### config.mk
export PLATFORM = sky130hd
export DESIGN_NAME = serializer_pattern_sequencer
export DESIGN_NICKNAME = d
export VERILOG_FILES = /design/src/rtl/serializer_pattern_sequencer.sv
export SDC_FILE = /design/constraint.sdc
export NUM_CORES = 1
export LEC_CHECK = 0
export ABC_CLOCK_PERIOD_IN_PS = 3250
export CAP_MARGIN = 15
export CORE_UTILIZATION = 50
export CTS_CLUSTER_SIZE = 20
export DETAILED_ROUTE_END_ITERATION = 6
export GPL_TIMING_DRIVEN = 1
export PLACE_DENSITY = 0.91
export SETUP_SLACK_MARGIN = 0.4
export SLEW_MARGIN = 20
export SYNTH_ARGS = -nofsm -noshare
export SYNTH_HDL_FRONTEND = slang
export SYNTH_SLANG_ARGS = --single-unit
### constraint.sdc
create_clock -name clock -period 3.25 [get_ports clock]
set_input_delay 0.975 -clock clock [delete_from_list [all_inputs] [get_ports clock]]
set_output_delay 0.975 -clock clock [all_outputs]
set_load 0.005 [all_outputs]
### src/rtl/serializer_pattern_sequencer.sv
// Pattern RAM sequencer for an SN65LV1023 serializer: loads a burst of
// pattern words into an external RAM, holds SYNC for a lock period, then
// replays the stored pattern onto the 10-bit parallel bus once or looped.
module serializer_pattern_sequencer #(
  parameter int unsigned           ADDR_WIDTH  = 11,
  parameter int unsigned           DATA_WIDTH  = 10,
  parameter int unsigned           SYNC_CYCLES = 1024,
  parameter logic [DATA_WIDTH-1:0] IDLE_WORD   = '0
) (
  input  logic                  clock,
  input  logic                  reset_active_low,
  input  logic                  load_start,
  input  logic                  load_valid,
  input  logic                  load_last,
  input  logic [DATA_WIDTH-1:0] load_data,
  output logic                  load_ready,
  output logic                  load_done,
  input  logic                  play_start,
  input  logic                  play_loop,
  input  logic                  play_stop,
  output logic [ADDR_WIDTH-1:0] ram_waddr,
  output logic [DATA_WIDTH-1:0] ram_wdata,
  output logic                  ram_we,
  output logic [ADDR_WIDTH-1:0] ram_raddr,
  input  logic [DATA_WIDTH-1:0] ram_rdata,
  output logic [DATA_WIDTH-1:0] data_bus,
  output logic                  data_valid,
  output logic                  sync,
  output logic                  busy,
  output logic [ADDR_WIDTH:0]   loaded_words
);

  localparam int unsigned SYNC_W = (SYNC_CYCLES > 1) ? $clog2(SYNC_CYCLES) : 1;

  localparam logic [2:0] S_IDLE  = 3'd0;
  localparam logic [2:0] S_LOAD  = 3'd1;
  localparam logic [2:0] S_SYNC  = 3'd2;
  localparam logic [2:0] S_PLAY  = 3'd3;
  localparam logic [2:0] S_DRAIN = 3'd4;

  localparam logic [ADDR_WIDTH-1:0] ONE_A     = 1;
  localparam logic [ADDR_WIDTH:0]   ONE_W     = 1;
  localparam logic [SYNC_W-1:0]     SYNC_ONE  = 1;
  localparam logic [SYNC_W-1:0]     SYNC_LAST = SYNC_W'(SYNC_CYCLES - 1);

  logic [2:0]            state;
  logic [ADDR_WIDTH-1:0] waddr;
  logic [ADDR_WIDTH-1:0] raddr;
  logic [SYNC_W-1:0]     sync_cnt;
  logic                  loop_mode;
  logic                  rd_pending;
  logic                  load_accept;
  logic                  load_end;
  logic                  raddr_last;

  // Load beat acceptance, end-of-burst and end-of-pattern detection.
  always_comb begin
    load_accept = (state == S_LOAD) && load_valid;
    load_end    = load_accept && (load_last || (waddr == '1));
    raddr_last  = ({1'b0, raddr} == (loaded_words - ONE_W));
  end

  // Combinational port views of the state and address counters.
  always_comb begin
    load_ready = (state == S_LOAD);
    ram_we     = load_accept;
    ram_waddr  = waddr;
    ram_wdata  = load_accept ? load_data : '0;
    ram_raddr  = raddr;
    sync       = (state == S_SYNC);
    busy       = (state != S_IDLE);
  end

  // Control FSM with write/read address counters and sync timer.
  always_ff @(posedge clock or negedge reset_active_low) begin
    if (!reset_active_low) begin
      state        <= S_IDLE;
      waddr        <= '0;
      raddr        <= '0;
      sync_cnt     <= '0;
      loop_mode    <= 1'b0;
      loaded_words <= '0;
      load_done    <= 1'b0;
    end else begin
      load_done <= 1'b0;
      case (state)
        S_IDLE: begin
          if (load_start) begin
            state <= S_LOAD;
            waddr <= '0;
          end else if (play_start && (loaded_words != '0)) begin
            state     <= S_SYNC;
            loop_mode <= play_loop;
            sync_cnt  <= '0;
            raddr     <= '0;
          end
        end
        S_LOAD: begin
          if (play_stop) begin
            state        <= S_IDLE;
            loaded_words <= '0;
          end else if (load_accept) begin
            waddr <= waddr + ONE_A;
            if (load_end) begin
              loaded_words <= {1'b0, waddr} + ONE_W;
              load_done    <= 1'b1;
              state        <= S_IDLE;
            end
          end
        end
        S_SYNC: begin
          if (play_stop) begin
            state <= S_IDLE;
          end else if (sync_cnt == SYNC_LAST) begin
            state <= S_PLAY;
          end else begin
            sync_cnt <= sync_cnt + SYNC_ONE;
          end
        end
        S_PLAY: begin
          if (play_stop) begin
            state <= S_DRAIN;
          end else if (raddr_last) begin
            if (loop_mode) raddr <= '0;
            else           state <= S_DRAIN;
          end else begin
            raddr <= raddr + ONE_A;
          end
        end
        S_DRAIN: begin
          // Leave only once the last read issued in PLAY has reached data_bus.
          if (!rd_pending) state <= S_IDLE;
        end
        default: state <= S_IDLE;
      endcase
    end
  end

  // Output pipeline: a read issued in PLAY lands on data_bus one cycle later.
  always_ff @(posedge clock or negedge reset_active_low) begin
    if (!reset_active_low) begin
      rd_pending <= 1'b0;
      data_bus   <= IDLE_WORD;
      data_valid <= 1'b0;
    end else begin
      rd_pending <= (state == S_PLAY);
      if (rd_pending) begin
        data_bus   <= ram_rdata;
        data_valid <= 1'b1;
      end else begin
        data_bus   <= IDLE_WORD;
        data_valid <= 1'b0;
      end
    end
  end

endmodule

Word level (Yosys, flattened, before mapping)
Cells that the tools add are included.

storage, ports and cells
  input port bits = 28
  register bits after elaboration = 61
  logic and storage cells = 94

operators by class
  add/sub/neg operators = 5
  reductions and logical operators = 18
  equal/unequal tests = 23
  bitwise operators = 1
  mux-type cells = 37

operators by type and width
  operator                 count
  $mux W11                 8
  $mux W10                 6
  $pmux W11 S2             2
  $mux W12                 3
  $mux W3                  11
  $add A11 B1 Y11 const B  2
  $pmux W10 S2             1
  $ne A2 B2 Y1 const B     8
  $pmux W3 S5              1
  $add A11 B1 Y12 const B  1
  $eq A11 B12 Y1           1
  $ne A3 B3 Y1 const B     4
  $reduce_bool A12 Y1      1
  $sub A12 B1 Y12 const B  1
  $eq A11 B11 Y1 const B   1
  $add A10 B1 Y10 const B  1
  $eq A10 B10 Y1 const B   1
  $reduce_and A5 Y1        2
  $reduce_bool A2 Y1       5
  $reduce_and A7 Y1        1
  $eq A3 B2 Y1 const B     2
  $ne A3 B1 Y1 const B     2
  $reduce_and A3 Y1        2
  $mux W1                  5
  other kinds (10)         12

Depth between registers and ports, before layout
  word-level depth = 7
  gate-level depth with buffers = 12
  gate-level depth less buffers = 9

Least setup slack after synthesis
OpenSTA, ideal clock, no wires.

  path kind = register to register
  start point = register loaded_words[0]
  end point = register raddr[1] (netlist: ram_raddr[1])
  cell stages (with the launch flop) = 10
  setup time = 125 ps
  arrival = 2,559 ps
  period minus slack after synthesis = 2,684 ps
  path slack = 566 ps
  path through = dfrtp_1 > buf_6 > or4_4 > o21ai_1 > or4b_1 > a211oi_2 > nand3_1 > o21ba_1 > buf_6 > mux2_4

on the way
  longest elaborated chain between the ends = 5
  elaborated cells between the ends (all ways) = 10
  those cells by class = add/sub (1); eq/ne (3); mux (3); reduce/logical (3)

ends and longest elaborated chain
  what                      RTL line  RTL
  start: declaration        30        output logic [ADDR_WIDTH:0] loaded_words
  start signal: assignment  105       loaded_words <= {1'b0, waddr} + ONE_W;
  $sub A12 B1 Y12           60        raddr_last = ({1'b0, raddr} == (loaded_words - ONE_W));
  $eq A11 B12 Y1            60
  $mux W11                  123       end else if (raddr_last) begin
  $mux W11                  121       if (play_stop) begin
  $pmux W11 S2              86        case (state)
  end signal: assignment    127       raddr <= raddr + ONE_A;
  end: declaration          48        logic [ADDR_WIDTH-1:0] raddr;

Parallel ways exist; a longest one is shown, timed or not. The select of a mux whose other input is x is not followed.
A chain may end at the register's enable or synchronous reset.

Final worst setup path
  start point = register state[1]
  end point = output port ram_we

on the way
  longest elaborated chain between the ends = 2

ends and longest elaborated chain
  what                      RTL line  RTL
  start: declaration        46        logic [2:0] state;
  start signal: assignment  77        state <= S_IDLE;
  start signal: assignment  89        state <= S_LOAD;
  start signal: assignment  92        state <= S_SYNC;
  $eq A3 B1 Y1              58        load_accept = (state == S_LOAD) && load_valid;
  $logic_and A1 B1 Y1       58
  end: declaration          23        output logic ram_we,

Every way passes these cells.

==> Flow_metrics.wiki <==
{| class="wikitable"
! Metric !! Value
|-
| Run status || complete, no violations
|-
| Inserted Clock Buffers || 9
|-
| Floorplan die area || 0.00735 mm2
|-
| Number of endpoints failing setup at the final stage || 0
|-
| Post-Route WL || 9.66 mm
|-
| # clock sinks || between 60 and 70
|-
| Reported leakage power || about 0.0021 uW
|-
| Number of H-tree levels || 3
|-
| Fmax || 352 MHz
|-
| Number of antenna repair diodes || 0
|-
| Shortest clock period the worst path allows after layout || 2.84 ns
|-
| Antenna Nets Post-Route || 0
|-
| Post-route design area || 0.00481 mm2
|-
| Setup slack on the worst flop-to-flop path || 0.47 ns
|-
| Final-report max-slew violation count || 0
|-
| Wire length of the first global-routing pass || 15.8 mm
|-
| Final Core Density || a little over two thirds
|-
| Commonest cells after routing, fill and taps aside || 75 x clkdlybuf4s50_1, 57 x dfrtp_1, 53 x o21ai_0, 38 x nand2_1, 26 x buf_4
|-
| Via density per instance || 5.83
|-
| Sw Pwr || around 1200 uW
|-
| Count of routing violations after the opening detailed-route iteration || 405
|-
| Count of port buffers added during placement || 87
|-
| Final hold violations || 0
|-
| Required time worst endpoint || 2.27 ns
|-
| Global route total overflow || 0
|-
| Gr usage total || 27.3%
|-
| Via count of the first global-routing pass || 3358
|-
| Reg-to-Reg Start || loaded_words[4]
|-
| Category of the worst setup path launch point || flop
|-
| Power share of the combinational group || between 40 and 50%
|-
| Initial antenna violation count || 0
|-
| CP Launch Point || state[1]
|-
| Worst setup EP type || primary output
|-
| Chip height || 85.7 um
|-
| Maximum resistive drop on vdd || between 300 and 400 uV
|-
| Period utilisation layout || 87.3%
|-
| RSZ-0062 raised after global routing || yes
|-
| Post-Place Cell Area || 0.00451 mm2
|-
| Pre-antenna DRT Iters || 5
|-
| Startpoint-to-endpoint class of the critical path || flop to primary output
|-
| Total negative slack for setup checks || 0 ns
|-
| Dominant combinational cell family by area after synthesis || simple AND/OR/NAND/NOR gates
|-
| Critical R2R Capture || ram_raddr[1]
|-
| Final #Nets || 536
|-
| Post-detailed-route wirelength per cell || 16.0 um
|-
| Chip Width || 85.7 um
|-
| Internal Dissipation || 2030 uW
|-
| Number of flops mapped to enable cells by yosys || 0
|-
| Via total after detailed routing || 3525
|-
| Hold-fix buffer count after cts || 0
|-
| Depth of the worst register-to-register path || 8
|-
| Compound-gate portion of the synthesized area || 17.3%
|-
| CTS Root Cell || clkbuf_8
|-
| Simple-gate share of the synthesized area || a little over a quarter
|-
| Count of state elements after synthesis || 61
|-
| Mapped Cells || 400
|-
| Placeable core region || 0.00679 mm2
|-
| Highest fanout seen on the critical path || 7
|-
| Xor/xnor share of the synthesized area || 5.25%
|-
| CTS tree || built
|-
| # DRC || 0
|-
| Number of top-level pins || 88
|-
| Clock tree skew after final layout || around 0.008 ns
|-
| Sequential share of power || 35.5%
|-
| Synthesis Warnings || 0
|-
| Total of fill cells in the finished design || slightly below 500
|-
| Buffer depth of the longest clock path || 2
|-
| Net switching share of the total power || 36.6%
|-
| Half-perimeter wire length after detailed placement || 6.85 mm
|-
| Pwr Total || 3200 uW
|-
| Layout area overhead || 37.2%
|-
| Post-synth design cell area || 0.00351 mm2
|-
| Maximum number of pins on one net before global-route repair || 39
|-
| Slew of the pin with the lowest slew margin || 0.810 ns
|-
| Global placer's final weighted congestion || 0.852
|-
| Normalized max-slew margin || 46.0%
|-
| Effective utilization at floorplan || 51.6%
|-
| Worst Hold Margin || 0.560 ns
|-
| Post-synthesis net count || 432
|-
| Fraction of the mapped netlist area in adder cells || between 1.5 and 2%
|-
| CP Data Arrival Time || roughly 1.9 ns
|-
| Post-CTS clock slew at the launch and capture registers of the worst setup and hold paths || approximately 0.07 ns
|-
| Power per standard cell area || approximately 670 mW/mm2
|-
| Asr flop ratio synth || 100%
|-
| Most common library cell in the layout ignoring fill and taps || clkdlybuf4s50_1
|-
| Clock network fraction of total power || 23.2%
|-
| Crit path to || ram_we
|-
| Site Rows || 30
|-
| Register area share after synthesis || 43.5%
|-
| Synth Area per Inst || 8.76 um2
|-
| Clk Latency, worst-skew pair || 0.35 ns
|-
| Dominant register cell in the synthesized netlist || dfrtp_1
|-
| Proportion of layout cells with a drive suffix above 1 || 12.8%
|-
| Maximum Capacitance Violations || 0
|-
| Count of cell types in the netlist || 60
|-
| Min-delay worst type || flop to flop
|-
| Fraction of synthesized area in multiplexers || 0.714%
|}
logic make-up after synthesis:
logic type	count (synthesis)
compound gates	98
fa+ha+maj	5
flops	61
xor+xnor	21
mux	2
simple gates	172
buf+inv	41
what timing repair did:
item | in CTS | in global routing
endpoints found under the setup margin | 14 | 14
buffers inserted | 0 | 11
pin swaps | 0 | 2
resized for setup | 14 | 9
metal layers:
| metal | global-route usage [%] | up-vias | wire, um |
|---|---|---|---|
| met2 | 45.0 | 201 | 4760 |
| li1 | - | 1645 | - |
| met1 | 35.1 | 1654 | 3910 |
| met4 | 9.55 | 0 | 204 |
| met5 | 0 | - | 0 |
| met3 | 6.93 | 25 | 782 |
worst max-delay path, cell delays in order (launching register included):
cell	delay (ns)
dfrtp_1	0.43
nor3b_1	0.24
buf_4	0.19
and2_1	0.16
clkdlybuf4s50_1	0.51
cell usage after synthesis (all sizes together) (4+ instances only):
cell type,count,share of area (%)
buf,7,1.4
ha,4,1.4
inv,19,2.0
dfrtp,61,44
a21oi,7,1.0
nand4,8,1.4
xor2,10,2.5
o211ai,5,1.1
nor3,14,2.0
and2,13,2.3
nand2,39,4.2
or4,4,1.1
and3,24,4.3
clkbuf,14,1.5
a31oi,4,0.71
xnor2,11,2.7
or3,5,0.93
nand2b,7,1.2
nand3,20,2.9
nor2,22,2.4
o21ai,54,7.7
layout make-up:
| type | count | area, um2 | area share (%) |
|---|---|---|---|
| Sequential cell | 61 | 1530 | 31.8 |
| Multi-Input combinational cell | 298 | 1820 | 37.9 |
| Clock inverter | 6 | 86.3 | 1.79 |
| Inverter | 20 | 75.1 | 1.56 |
| Clock buffer | 10 | 128 | 2.65 |
| Timing Repair Buffer | 114 | 1050 | 21.8 |
| Tap cell | 96 | 120 | 2.50 |
per-stage QoR:
| stage | std cells | setup WS (ns) |
|---|---|---|
| floorplan | 400 | 0.566 |
| global placement | 578 | 0.0143 |
| detailed placement | 578 | -0.0648 |
| CTS | 594 | 0.208 |
| global route | 605 | 0.350 |
| finish | 605 | 0.412 |
state kept, by name, summed over array words and instances (netlist names):
register	flops
state	3
loop_mode	1
data_bus	10
data_valid	1
loaded_words	12
ram_raddr	11
load_done	1
rd_pending	1
ram_waddr	11
sync_cnt	10
worst min-delay path by stage:
stage	start	endpoint	slack, ns	depth (start not counted)
finish	sync_cnt[0]	sync_cnt[0]	0.56	1
global route	sync_cnt[9]	sync_cnt[9]	0.60	2
CTS	sync_cnt[0]	sync_cnt[0]	0.55	1
detailed placement	sync_cnt[0]	sync_cnt[0]	0.54	1
global placement	sync_cnt[0]	sync_cnt[0]	0.51	1
floorplan	rd_pending	data_valid	0.37	0
power by group through the flow:
stage               clock (uW)  combinational, uW  sequential, uW
CTS                        757               1250            1120
global route               798               1450            1160
global placement             0               1180            1130
detailed placement           0               1240            1140
finish                     744               1320            1140
floorplan                    0                720            1070
Note: power is estimated with default switching activity, not from simulation.
